**config.mk**
```make
export PLATFORM = sky130hd
export DESIGN_NAME = spi_dac_multi
export DESIGN_NICKNAME = d
export VERILOG_FILES = /design/src/rtl/spi_dac_multi.sv
export SDC_FILE = /design/constraint.sdc
export NUM_CORES = 1
export LEC_CHECK = 0
export ABC_AREA = 1
export BUFFER_PORTS_ARGS = -buffer_cell sky130_fd_sc_hd__buf_2
export CORE_ASPECT_RATIO = 1.2
export CORE_MARGIN = 2
export CORE_UTILIZATION = 25
export CTS_BUF_LIST = sky130_fd_sc_hd__clkbuf_2
export DETAILED_ROUTE_END_ITERATION = 7
export MAX_ROUTING_LAYER = met4
export PLACE_DENSITY = 0.38
export SLEW_MARGIN = 15
export SYNTH_ARGS = -nofsm -noshare
export SYNTH_HDL_FRONTEND = slang
export SYNTH_SLANG_ARGS = --single-unit
```
**constraint.sdc**
```tcl
create_clock -name clk -period 1.69 [get_ports clk]
set_clock_uncertainty 0.05 [all_clocks]
set_input_delay 0.338 -clock clk [delete_from_list [all_inputs] [get_ports clk]]
set_output_delay 0.338 -clock clk [all_outputs]
set_load 0.05 [all_outputs]
```
**src/rtl/spi_dac_multi.sv**
```systemverilog
// spi_dac_multi: multi-lane SPI DAC frame generator.
//   Drives NUM_CH DACs in parallel with one shared CS/SCK and one MOSI lane
//   per channel, MSB first. Each frame word is {LEAD_BITS zeros, pd, data}.
//   Frames run continuously (mode_i=0) or only while a channel has a pending
//   update (mode_i=1).
// Ports:
//   clk, rst_ni      clock, asynchronous active-low reset
//   en_i, mode_i     enable / frame mode (sampled at start decision only)
//   data_i, pd_i     per-channel data and power-down slices
//   upd_i            per-channel strobe, writes the holding register
//   spi_cs_no        chip select (active low)
//   spi_sck_o        SPI clock (idle high; DAC samples on falling edge)
//   spi_mosi_o       one MOSI lane per channel
//   pending_o        channel updated since its last frame load
//   busy_o           FSM not idle
//   frame_done_o     1-cycle pulse in the cycle CS rises at frame end
// Optional feature: define SPI_DAC_LDAC_EN to add ldac_no, a HALF_DIV-cycle
//   low pulse starting the cycle after CS rises; a following CS gap is held
//   off until the pulse has run its course.

module spi_dac_lane #(
  parameter int DATA_W     = 12,
  parameter int PD_W       = 2,
  parameter int FRAME_BITS = 16
) (
  input  logic              clk,
  input  logic              rst_ni,
  input  logic              upd_i,
  input  logic [DATA_W-1:0] data_i,
  input  logic [PD_W-1:0]   pd_i,
  input  logic              load_i,
  input  logic              shift_i,
  output logic              mosi_o,
  output logic              pending_o
);
  logic [DATA_W-1:0]     data_hold_q, data_hold_d;
  logic [PD_W-1:0]       pd_hold_q, pd_hold_d;
  logic [FRAME_BITS-1:0] shreg_q, shreg_d;
  logic                  pend_q, pend_d;
  logic [FRAME_BITS-1:0] load_word;

  // Zero extension supplies the leading zero bits.
  assign load_word = FRAME_BITS'({pd_hold_q, data_hold_q});

  always_comb begin
    data_hold_d = data_hold_q;
    pd_hold_d   = pd_hold_q;
    shreg_d     = shreg_q;
    if (upd_i) begin
      data_hold_d = data_i;
      pd_hold_d   = pd_i;
    end
    // An update in the load cycle wins, so the new value is not lost.
    pend_d = (pend_q & ~load_i) | upd_i;
    if (load_i)       shreg_d = load_word;
    else if (shift_i) shreg_d = {shreg_q[FRAME_BITS-2:0], 1'b0};
  end

  always_ff @(posedge clk or negedge rst_ni) begin
    if (!rst_ni) begin
      data_hold_q <= '0;
      pd_hold_q   <= '0;
      shreg_q     <= '0;
      pend_q      <= 1'b0;
    end else begin
      data_hold_q <= data_hold_d;
      pd_hold_q   <= pd_hold_d;
      shreg_q     <= shreg_d;
      pend_q      <= pend_d;
    end
  end

  assign mosi_o    = shreg_q[FRAME_BITS-1];
  assign pending_o = pend_q;
endmodule

module spi_dac_multi #(
  parameter int NUM_CH    = 2,
  parameter int DATA_W    = 12,
  parameter int PD_W      = 2,
  parameter int LEAD_BITS = 2,
  parameter int HALF_DIV  = 15,
  parameter int CS_GAP_HP = 2
) (
  input  logic                     clk,
  input  logic                     rst_ni,
  input  logic                     en_i,
  input  logic                     mode_i,
  input  logic [NUM_CH*DATA_W-1:0] data_i,
  input  logic [NUM_CH*PD_W-1:0]   pd_i,
  input  logic [NUM_CH-1:0]        upd_i,
  output logic                     spi_cs_no,
  output logic                     spi_sck_o,
  output logic [NUM_CH-1:0]        spi_mosi_o,
  output logic [NUM_CH-1:0]        pending_o,
  output logic                     busy_o,
  output logic                     frame_done_o
`ifdef SPI_DAC_LDAC_EN
  ,
  output logic                     ldac_no
`endif
);
  localparam int FRAME_BITS = LEAD_BITS + PD_W + DATA_W;
  localparam int HP_W       = $clog2(HALF_DIV + 1);
  localparam int BIT_W      = $clog2(FRAME_BITS);
  localparam int GAP_W      = $clog2(CS_GAP_HP + 1);

  typedef enum logic [1:0] {IDLE, CS_GAP, SCK_HIGH, SCK_LOW} state_e;

  state_e            state_q, state_d;
  logic [HP_W-1:0]   hp_cnt_q, hp_cnt_d;
  logic [GAP_W-1:0]  gap_cnt_q, gap_cnt_d;
  logic [BIT_W-1:0]  bit_cnt_q, bit_cnt_d;
  logic              cs_q, cs_d, sck_q, sck_d, done_q, done_d;
  logic              load, shift, start, hp_last, gap_hold;
  logic [NUM_CH-1:0] pend;

  for (genvar c = 0; c < NUM_CH; c++) begin : g_lane
    spi_dac_lane #(.DATA_W(DATA_W), .PD_W(PD_W), .FRAME_BITS(FRAME_BITS)) u_lane (
      .clk      (clk),
      .rst_ni   (rst_ni),
      .upd_i    (upd_i[c]),
      .data_i   (data_i[c*DATA_W +: DATA_W]),
      .pd_i     (pd_i[c*PD_W +: PD_W]),
      .load_i   (load),
      .shift_i  (shift),
      .mosi_o   (spi_mosi_o[c]),
      .pending_o(pend[c])
    );
  end

  assign start   = en_i & (~mode_i | (|pend));
  assign hp_last = (hp_cnt_q == HP_W'(HALF_DIV - 1));

  always_comb begin
    state_d   = state_q;
    // Saturating count; every phase change clears it explicitly below.
    hp_cnt_d  = (hp_cnt_q == HP_W'(HALF_DIV)) ? hp_cnt_q : hp_cnt_q + HP_W'(1);
    gap_cnt_d = gap_cnt_q;
    bit_cnt_d = bit_cnt_q;
    cs_d      = cs_q;
    sck_d     = sck_q;
    done_d    = 1'b0;
    load      = 1'b0;
    shift     = 1'b0;
    unique case (state_q)
      IDLE: begin
        cs_d      = 1'b1;
        sck_d     = 1'b1;
        hp_cnt_d  = '0;
        gap_cnt_d = '0;
        if (start) begin
          load    = 1'b1;
          state_d = CS_GAP;
        end
      end
      CS_GAP: begin
        if (gap_hold) begin
          hp_cnt_d = hp_cnt_q;
        end else if (hp_last) begin
          hp_cnt_d = '0;
          if (gap_cnt_q == GAP_W'(CS_GAP_HP - 1)) begin
            gap_cnt_d = '0;
            cs_d      = 1'b0;
            bit_cnt_d = '0;
            state_d   = SCK_HIGH;
          end else begin
            gap_cnt_d = gap_cnt_q + GAP_W'(1);
          end
        end
      end
      SCK_HIGH: begin
        if (hp_last) begin
          hp_cnt_d = '0;
          sck_d    = 1'b0;
          state_d  = SCK_LOW;
        end
      end
      SCK_LOW: begin
        if (hp_last) begin
          hp_cnt_d = '0;
          sck_d    = 1'b1;
          if (bit_cnt_q != BIT_W'(FRAME_BITS - 1)) begin
            shift     = 1'b1;
            bit_cnt_d = bit_cnt_q + BIT_W'(1);
            state_d   = SCK_HIGH;
          end else begin
            // Frame end: CS rises with the last SCK rise.
            cs_d      = 1'b1;
            done_d    = 1'b1;
            gap_cnt_d = '0;
            if (start) begin
              load    = 1'b1;
              state_d = CS_GAP;
            end else begin
              state_d = IDLE;
            end
          end
        end
      end
      default: state_d = IDLE;
    endcase
  end

  always_ff @(posedge clk or negedge rst_ni) begin
    if (!rst_ni) begin
      state_q   <= IDLE;
      hp_cnt_q  <= '0;
      gap_cnt_q <= '0;
      bit_cnt_q <= '0;
      cs_q      <= 1'b1;
      sck_q     <= 1'b1;
      done_q    <= 1'b0;
    end else begin
      state_q   <= state_d;
      hp_cnt_q  <= hp_cnt_d;
      gap_cnt_q <= gap_cnt_d;
      bit_cnt_q <= bit_cnt_d;
      cs_q      <= cs_d;
      sck_q     <= sck_d;
      done_q    <= done_d;
    end
  end

`ifdef SPI_DAC_LDAC_EN
  localparam int LC_W = $clog2(HALF_DIV + 2);
  // lcnt runs HALF_DIV+1 .. 1 after a frame end: the first value is the CS
  // rise cycle, the remaining HALF_DIV values are the low pulse.
  logic [LC_W-1:0] lcnt_q, lcnt_d;
  logic            ldac_q, ldac_d;

  always_comb begin
    lcnt_d = lcnt_q;
    if (done_d)              lcnt_d = LC_W'(HALF_DIV + 1);
    else if (lcnt_q != '0)   lcnt_d = lcnt_q - LC_W'(1);
    ldac_d = ~((lcnt_d != '0) && (lcnt_d <= LC_W'(HALF_DIV)));
  end

  always_ff @(posedge clk or negedge rst_ni) begin
    if (!rst_ni) begin
      lcnt_q <= '0;
      ldac_q <= 1'b1;
    end else begin
      lcnt_q <= lcnt_d;
      ldac_q <= ldac_d;
    end
  end

  // Gap count is frozen for the first HALF_DIV cycles after CS rises.
  assign gap_hold = (lcnt_q > LC_W'(1));
  assign ldac_no  = ldac_q;
  assign busy_o   = (state_q != IDLE) | (lcnt_q != '0);
`else
  assign gap_hold = 1'b0;
  assign busy_o   = (state_q != IDLE);
`endif

  assign spi_cs_no    = cs_q;
  assign spi_sck_o    = sck_q;
  assign pending_o    = pend;
  assign frame_done_o = done_q;
endmodule

```
== Word-level counts from Yosys, hierarchy flattened ==
Cells that the tools add are included.

* Memory bits (writable): 0
* Bits of input ports: 34
* Output and inout port bits: 8
* Register bits after elaboration: 77
* ROM bits: 0
* Memories: 0
* Bits in latches: 0

* Multiply operators: 0
* Div/mod/pow operators: 0
* Reduce and logical (&&, ||, !) cells: 13
* Shift operators: 0
* $lt $le $gt $ge: 0
* Mux-type cells: 43
* Add/sub/neg operators: 3
* Eq/ne operators: 15
* Bitwise operators: 8

{| class="wikitable"
|+ Operators by type and width
! kind !! count
|-
| $mux 16 || 4
|-
| $mux 4 || 6
|-
| $mux 2 || 10
|-
| $mux 1 || 16
|-
| $pmux 4 s2 || 2
|-
| $reduce_and 5->1 || 3
|-
| $ne 2x2->1 const B || 7
|-
| $add 4x1->4 const B || 2
|-
| $eq 4x4->1 const B || 2
|-
| $pmux 2 s4 || 1
|-
| $pmux 1 s3 || 2
|-
| $pmux 2 s3 || 1
|-
| $reduce_bool 2->1 || 3
|-
| $reduce_bool 3->1 || 2
|-
| $eq 2x1->1 const B || 2
|-
| $eq 2x2->1 const B || 2
|-
| $ne 4x4->1 const B || 1
|-
| $reduce_and 4->1 || 1
|-
| $and 1x1->1 || 3
|-
| $ne 3x3->1 const B || 1
|-
| $or 1x1->1 || 3
|-
| $reduce_and 3->1 || 1
|-
| $reduce_or 3->1 || 1
|-
| $add 2x1->2 const B || 1
|-
| 4 further kinds || 5
|}

== Depth between registers and ports, before layout ==
Gate-level depths: netlist (run 1).

* Depth after elaboration: 10
* Mapped depth: 11
* Mapped depth without buffers: 10

== Cells and area by module ==
A second synthesis (run 1) with hierarchy kept.

* Cell total of the unflattened synthesis: 459
* Area total of the unflattened synthesis: 3716.1 sq um

{| class="wikitable"
|+ Modules (own cells, without submodules)
! module !! instances !! cells each !! area each (sq um)
|-
| spi_dac_lane || 2 || 171 || 1373.8
|-
| spi_dac_multi || 1 || 117 || 968.4
|}

== Worst setup path before layout (run 1) ==
Ideal clock, no wire load.

* Kind: flip-flop to flip-flop
* Start point: register state_q[0]
* End point: register g_lane[1].u_lane.shreg_q[1]
* Data required time: 1516 ps
* Library setup time: 124 ps
* Buffers on the path: 1
* Path slack: -25 ps
* Arrival: 1540 ps
* Cell stages (with the launch flop): 8
* Cell sequence: dfrtp_1 -> inv_1 -> ha_1 -> inv_1 -> nand2_8 -> buf_4 -> nand3_1 -> nand3_1

* Word-level cells in the longest chain between the ends: 3
* Elaborated cells between the ends (all ways): 6
* Those cells by class: 1 x eq/ne; 3 x mux; 2 x reduce/logical

{| class="wikitable"
|+ RTL lines
! element !! line !! text
|-
| start: declaration || 110 || <nowiki>state_e state_q, state_d;</nowiki>
|-
| start signal: assignment || 215 || <nowiki>state_q <= state_d;</nowiki>
|-
| $eq 2x2->1 / $logic_not 2->1 (equally long branches) || 146 || <nowiki>unique case (state_q)</nowiki>
|-
| $pmux 1 s2 / $mux 1 (equally long branches) || 146 ||
|-
| $mux 16 / $reduce_bool 2->1 (equally long branches) || - ||
|-
| end signal: assignment || 68 || <nowiki>shreg_q <= shreg_d;</nowiki>
|-
| end: declaration || 38 || <nowiki>logic [FRAME_BITS-1:0] shreg_q, shreg_d;</nowiki>
|}

Parallel ways exist; a longest one is shown, timed or not.
A chain may end at the register's enable or synchronous reset.

== Worst setup path after layout (run 1) ==
* Start point: register state_q[0]
* End point: output busy_o

* Word-level cells in the longest chain between the ends: 1

{| class="wikitable"
|+ RTL lines
! element !! line !! text
|-
| $reduce_bool 2->1 || 255 || <nowiki>assign busy_o = (state_q != IDLE);</nowiki>
|-
| end: declaration || 96 || <nowiki>output logic busy_o,</nowiki>
|}

Every way passes these cells.

==> results of run 1 <==
==> metal layers <==
layer  up-vias  track usage
met2        52        0.191
li1       1538            -
met3        11       0.0353
met5         -            -
met1      1475        0.165
met4         0       0.0409
==> stage by stage <==
stage	instances	hold WS [ps]	cell area, sq um	setup WS (ps)
5_1_grt	718	72.5	5090	-344
4_1_cts	711	45.2	4900	-288
3_5_place_dp	656	300	4300	-25.2
2_1_floorplan	420	-7.59	3850	17.0
3_3_place_gp	656	294	4300	-2.21
6_report	718	89.0	5090	-228
==> cell usage in the layout (no fill, tap or decap), types with 5 or more instances in the layout <==
| cell | instances |
|---|---|
| nand3_1 | 87 |
| dfrtp_1 | 75 |
| nand2_1 | 72 |
| inv_1 | 40 |
| nor2_1 | 37 |
| buf_2 | 32 |
| dlygate4sd3_1 | 29 |
| mux2_2 | 25 |
| buf_4 | 22 |
| clkbuf_2 | 10 |
| o21ai_0 | 9 |
| buf_12 | 8 |
| nand2_8 | 5 |
| nand2_2 | 5 |
==> what timing repair did <==
item,4_1_cts,5_1_grt
endpoints found under the setup margin,40,49
gates cloned,4,0
pin swaps,5,2
hold buffers,29,0
resized for setup,23,27
setup buffers,6,7
hold endpoints to repair,84,0
==> synth_stat cells (2+ instances only) <==
master	n
nand3_1	92
nand2_1	76
dfrtp_1	75
inv_1	44
nor2_1	39
mux2_2	25
o21ai_0	10
buf_4	8
buf_6	8
ha_1	8
buf_2	6
a21oi_1	3
a21o_1	2
clkbuf_1	2
dfstp_2	2
nand2_2	2
nand2_8	2
nor2_4	2
o21ai_2	2
xor2_1	2
==> worst max-delay path by stage <==
stage | start | to | slack [ps] | depth (start not counted)
CTS | state_q[0]$_DFFE_PN0P_ | busy_o | -290 | 4
global placement | state_q[1]$_DFFE_PN0P_ | g_lane[0].u_lane.pending_o$_DFF_PN0_ | -2 | 7
detailed placement | hp_cnt_q[0]$_DFFE_PN0P_ | g_lane[1].u_lane.shreg_q[5]$_DFFE_PN0P_ | -30 | 9
floorplan | state_q[0]$_DFFE_PN0P_ | g_lane[0].u_lane.pending_o$_DFF_PN0_ | 20 | 7
global route | state_q[1]$_DFFE_PN0P_ | busy_o | -340 | 4
finish | state_q[0]$_DFFE_PN0P_ | busy_o | -230 | 4
==> sequential cells by signal, summed over array words and instances, names as in the netlist <==
| register | flops |
|---|---|
| g_lane.u_lane.shreg_q | 32 |
| g_lane.u_lane.pd_hold_q | 4 |
| g_lane.u_lane.data_hold_q | 24 |
| bit_cnt_q | 4 |
| frame_done_o | 1 |
| gap_cnt_q | 2 |
| hp_cnt_q | 4 |
| g_lane.u_lane.pending_o | 2 |
| spi_cs_no | 1 |
| state_q | 2 |
| spi_sck_o | 1 |
==> cells by family (layout without fill, tap and decap cells) <==
| logic type | count (synthesis) | in the layout | synth area share |
|---|---|---|---|
| and+or+nand+nor | 218 | 221 | 0.266 |
| buffers and inverters | 70 | 161 | 0.0947 |
| AOI/OAI and AO/OA | 19 | 19 | 0.0294 |
| muxes | 25 | 25 | 0.0735 |
| xor gates and xnor gates | 3 | 3 | 0.00686 |
| adders and majority gates | 8 | 8 | 0.0261 |
| DFF | 77 | 77 | 0.504 |
==> critical path, delay by kind of cell (launching register included) <==
family     cells  cell delay [ps]
flops          1              460
buf+inv        3              350
fa+ha+maj      1              140
==> power by group <==
part	leakage, uW	switching (uW)	internal, uW
sequential	0.000949	293	2340
clock	0.0000729	687	333
combinational	0.00138	1940	1560
==> layout make-up <==
cell class,instances,share of cell area
Clock inverter,6,0.0106
Tap cell,204,0.0501
Clock buffer,10,0.00983
Multi-Input combinational cell,276,0.338
Timing Repair Buffer,99,0.176
Inverter,46,0.0356
Sequential cell,77,0.379
==> flow_summary.toml, run 1 <==
[critical_path]
required_ps = 1300
reg2reg_slack_ps = -20
cp_max_fo = 3
worstReg2RegStart = "state_q[0]$_DFFE_PN0P_"
worstSetupPathType = "reg2out"
max_stage_delay_ps = 460
crit_arrival_ps = 1530
crit_chain = "inv_2 > ha_4 > clkinvlp_4 > buf_8"
worstReg2RegEnd = "g_lane[0].u_lane.shreg_q[12]$_DFFE_PN0P_"
cp_slowest_cell = "dfrtp_1"
critPathLaunchType = "flip-flop"
rr_worst_depth = 10
end_kind = "output pin"

[power]
p_total_uw = 7150
vdd_drop_max_uv = 472
p_per_area_mw_per_mm2 = 1410
p_leak_uw = 0.00240

[synth]
synthArstFlopShare = 1.00
synth_nets = 462
synth-main-ff-cell = "dfrtp_1"
synth_edf_count = 0
synth_area_per_cell_sq_um = 9.12
yosysTopAreaCellShare = 0.490
yosys.cell_types.count = 30
synthCells = 420
ys_seq_area_frac = 0.504
synth_warnings = 0
synth.area.top_cells = "dfrtp_1 49%, nand3_1 12%, nand2_1 7.4%, mux2_2 7.4%, inv_1 4.3%"
syn_area_sq_mm = 0.00383
yosys.area.top_type = "dfrtp_1"
ys_ff_latch = 77

[route]
drc = 0
dr.max_layer_used = "met4"
met1Wirelength_um = 4410
vias_per_cell = 4.28
ant_nets = 0
first_iter_violations = 130
met3_length_um = 364
vias = 3076
finalWirelength_um = 9210
dr.pass1.iters = 6
dr_wl_met2_um = 4320
wl_per_cell_um = 12.8

[global_route]
grt_usage = 0.127
grt_pass1_wl_um = 15400
grt_start_max_net_pins = 33
grt_pass1_vias = 3065
antenna_found_initial = 0
overflow = 0

[sta]
hold_viol_final = 0
tns_ps = -550
fin_crit_ps = 1920
slew_headroom = 0.673
slew_violations = 0
min_period_over_period = 1.14
rsz0062_at_grt = "true"
worst_slew_pin_slew_ps = 491
setup_viol = 25
fmax_mhz = 521
setup_ws_ps = -228

[floorplan]
io-pin-count = 42
num_rows = 49
die_x_um = 117
die_height_um = 140
initial_core_util = 0.256
die_area_sq_mm = 0.0163
coreArea_sq_mm = 0.0150

[place]
place_hpwl_um = 5710
portBuffers = 41
gp_congestion = 0.812

[clock_tree]
cts_sinks = 77
path_clk_slew_ps = 230
cts_root_buffer = "clkbuf_2"
numCtsBuffers = 9
clock_latency_ps = 590
htree_levels = 3
clockBufferDepth = 2
tritoncts = "done"

[layout]
area_growth_pct = 32.9
multi_input_area_sq_mm = 0.00172
final-seq-area_sq_mm = 0.00193
diodes = 0
drive_gt1_frac = 0.288
final_util = 0.340
num-fill-cells = 1592
fin_nets = 551

[min_path]
hold_start = "en_i"
hold_class = "in2reg"
min_to = "state_q[0]$_DFFE_PN0P_"
hold_depth = 5

[run_status]
status = "finished, violations left"
violations = "negative setup slack"

[flow_run]
maxCapViolCount = 0
No activity file was read; power rests on OpenSTA's default activity.
==> run 2: changes to the inputs <==
==> constraint.sdc (replaced) <==
create_clock -name clk -period 1.7 [get_ports clk]
set_clock_uncertainty 0.05 [all_clocks]
set_input_delay 0.34 -clock clk [delete_from_list [all_inputs] [get_ports clk]]
set_output_delay 0.34 -clock clk [all_outputs]
set_load 0.05 [all_outputs]
==> run 2 against run 1 <==
Against the previous run: the run still ends with negative setup slack left; global-route usage rose by 0.20 points; combinational power rose by 15%; setup slack improved by 55 ps; clock power rose by 14%; largest power group unchanged; register-to-register slack improved by 60 ps; critical path type unchanged; sequential power barely moved; clock-buffer cell count fell by 1; cell count rose by 2.1%; core utilization rose by 2.2 points.
==> flow_summary.toml, run 2 (synthesis gave the netlist of run 1 again) <==
[layout]
fin_nets = 566
area_growth_pct = 41.6
final_cell_mix = "81 x nand3_1, 75 x dfrtp_1, 71 x nand2_1"
reg_top3 = "g_lane.u_lane.shreg_q (32), g_lane.u_lane.data_hold_q (24)"
diodes = 0
drive_gt1_frac = 0.335
final_util = 0.362
mostFrequentLayoutCell = "nand3_1"
largest_reg_flops = 32
top_register = "g_lane.u_lane.shreg_q"

[clock_tree]
clock_latency_ps = 580
cts_sinks = 77
htree_levels = 3
path_clk_slew_ps = 210
tritoncts = "done"
clockBufferDepth = 2
numCtsBuffers = 9
cts_root_buffer = "clkbuf_2"

[floorplan]
io-pin-count = 42
die_area_sq_mm = 0.0163
initial_core_util = 0.256
die_height_um = 140
num_rows = 49
die_x_um = 117
coreArea_sq_mm = 0.0150

[sta]
min_period_over_period = 1.10
setup_ws_ps = -173
slew_violations = 0
fmax_mhz = 534
worst_slew_pin_slew_ps = 487
hold_viol_final = 0
setup_viol = 2
whs_ps = 111
slew_headroom = 0.675
tns_ps = -193
rsz0062_at_grt = "true"
fin_crit_ps = 1870

[run_status]
status = "finished, violations left"
violations = "negative setup slack"

[power]
p_leak_uw = 0.00255
p_per_area_mw_per_mm2 = 1440
vdd_drop_max_uv = 440

[critical_path]
worstSetupPathType = "reg2out"
end_kind = "output pin"
crit_arrival_ps = 1480
reg2reg_slack_ps = 40
critPathLaunchType = "flip-flop"
required_ps = 1310
cp_max_fo = 2

[route]
vias = 3186
first_iter_violations = 133
vias_per_cell = 4.35
dr.pass1.iters = 4
drc = 0
ant_nets = 0
finalWirelength_um = 10300
wl_per_cell_um = 14.0

[place]
place_hpwl_um = 5740
pre_cts_ws_ps = -33.2
gp_congestion = 0.773
portBuffers = 41

[flow_run]
maxCapViolCount = 0

[min_path]
hold_class = "in2reg"

[global_route]
overflow = 0
grt_pass1_vias = 3082
antenna_found_initial = 0
grt_pass1_wl_um = 15800
grt_usage = 0.129
grt_start_max_net_pins = 32
run 2: path summary, 6_finish.rpt:
| check | cells after the start | end | start |
|---|---|---|---|
| worst max register to register | 10 | g_lane[0].u_lane.shreg_q[3]$_DFFE_PN0P_ | hp_cnt_q[0]$_DFFE_PN0P_ |
| min in group asynchronous | 2 | g_lane[0].u_lane.shreg_q[1]$_DFFE_PN0P_ | rst_ni |
| worst min register to register | 2 | spi_cs_no$_DFFE_PN1P_ | spi_cs_no$_DFFE_PN1P_ |
| worst max-delay path | 4 | busy_o | state_q[1]$_DFFE_PN0P_ |
| worst min-delay path | 3 | g_lane[1].u_lane.data_hold_q[0]$_DFFE_PN0P_ | upd_i[1] |
| max in group asynchronous | 3 | g_lane[1].u_lane.pd_hold_q[1]$_DFFE_PN0P_ | rst_ni |
run 2: layer usage:
metal | part of all wire | GRT usage
met1 | 0.48 | 0.169
met2 | 0.48 | 0.197
met3 | 0.023 | 0.0222
met4 | 0.020 | 0.0520
met5 | 0 | -
run 2: area by class of cell:
| cell class | instances | area, sq um |
|---|---|---|
| Tap cell | 204 | 255 |
| Clock buffer | 9 | 45.0 |
| Sequential cell | 77 | 1930 |
| Fill cell | 1581 | 9540 |
| Inverter | 46 | 181 |
| Multi-Input combinational cell | 279 | 1820 |
| Timing Repair Buffer | 111 | 1110 |
| Clock inverter | 7 | 80.1 |
run 2: where the power goes:
part / internal, uW / switching, uW / leakage [uW]
clock: 465 / 692 / 0.0000758
combinational: 1820 / 2180 / 0.00152
sequential: 2330 / 292 / 0.000949
run 2: what timing repair did:
action                                  CTS  global route
gates resized for setup                  21            50
endpoints found under the hold margin    80             0
gates cloned                              5             7
pin swaps                                 5            14
endpoints found under the setup margin   36            49
hold buffers                             29             0
buffers inserted                         11             9
run 2: per-stage QoR:
stage | area [sq um] | power (uW) | std cells
6_report | 5420 | 7780 | 733
5_1_grt | 5420 | 8330 | 733
4_1_cts | 4970 | 7100 | 718
3_5_place_dp | 4290 | 5140 | 657
3_3_place_gp | 4290 | 5090 | 657
2_1_floorplan | 3850 | 4510 | 420
run 2: critical path: stages (launching register included):
cell	delay [ps]
dfrtp_1	450
inv_2	90
ha_4	140
clkinvlp_4	90
buf_6	160
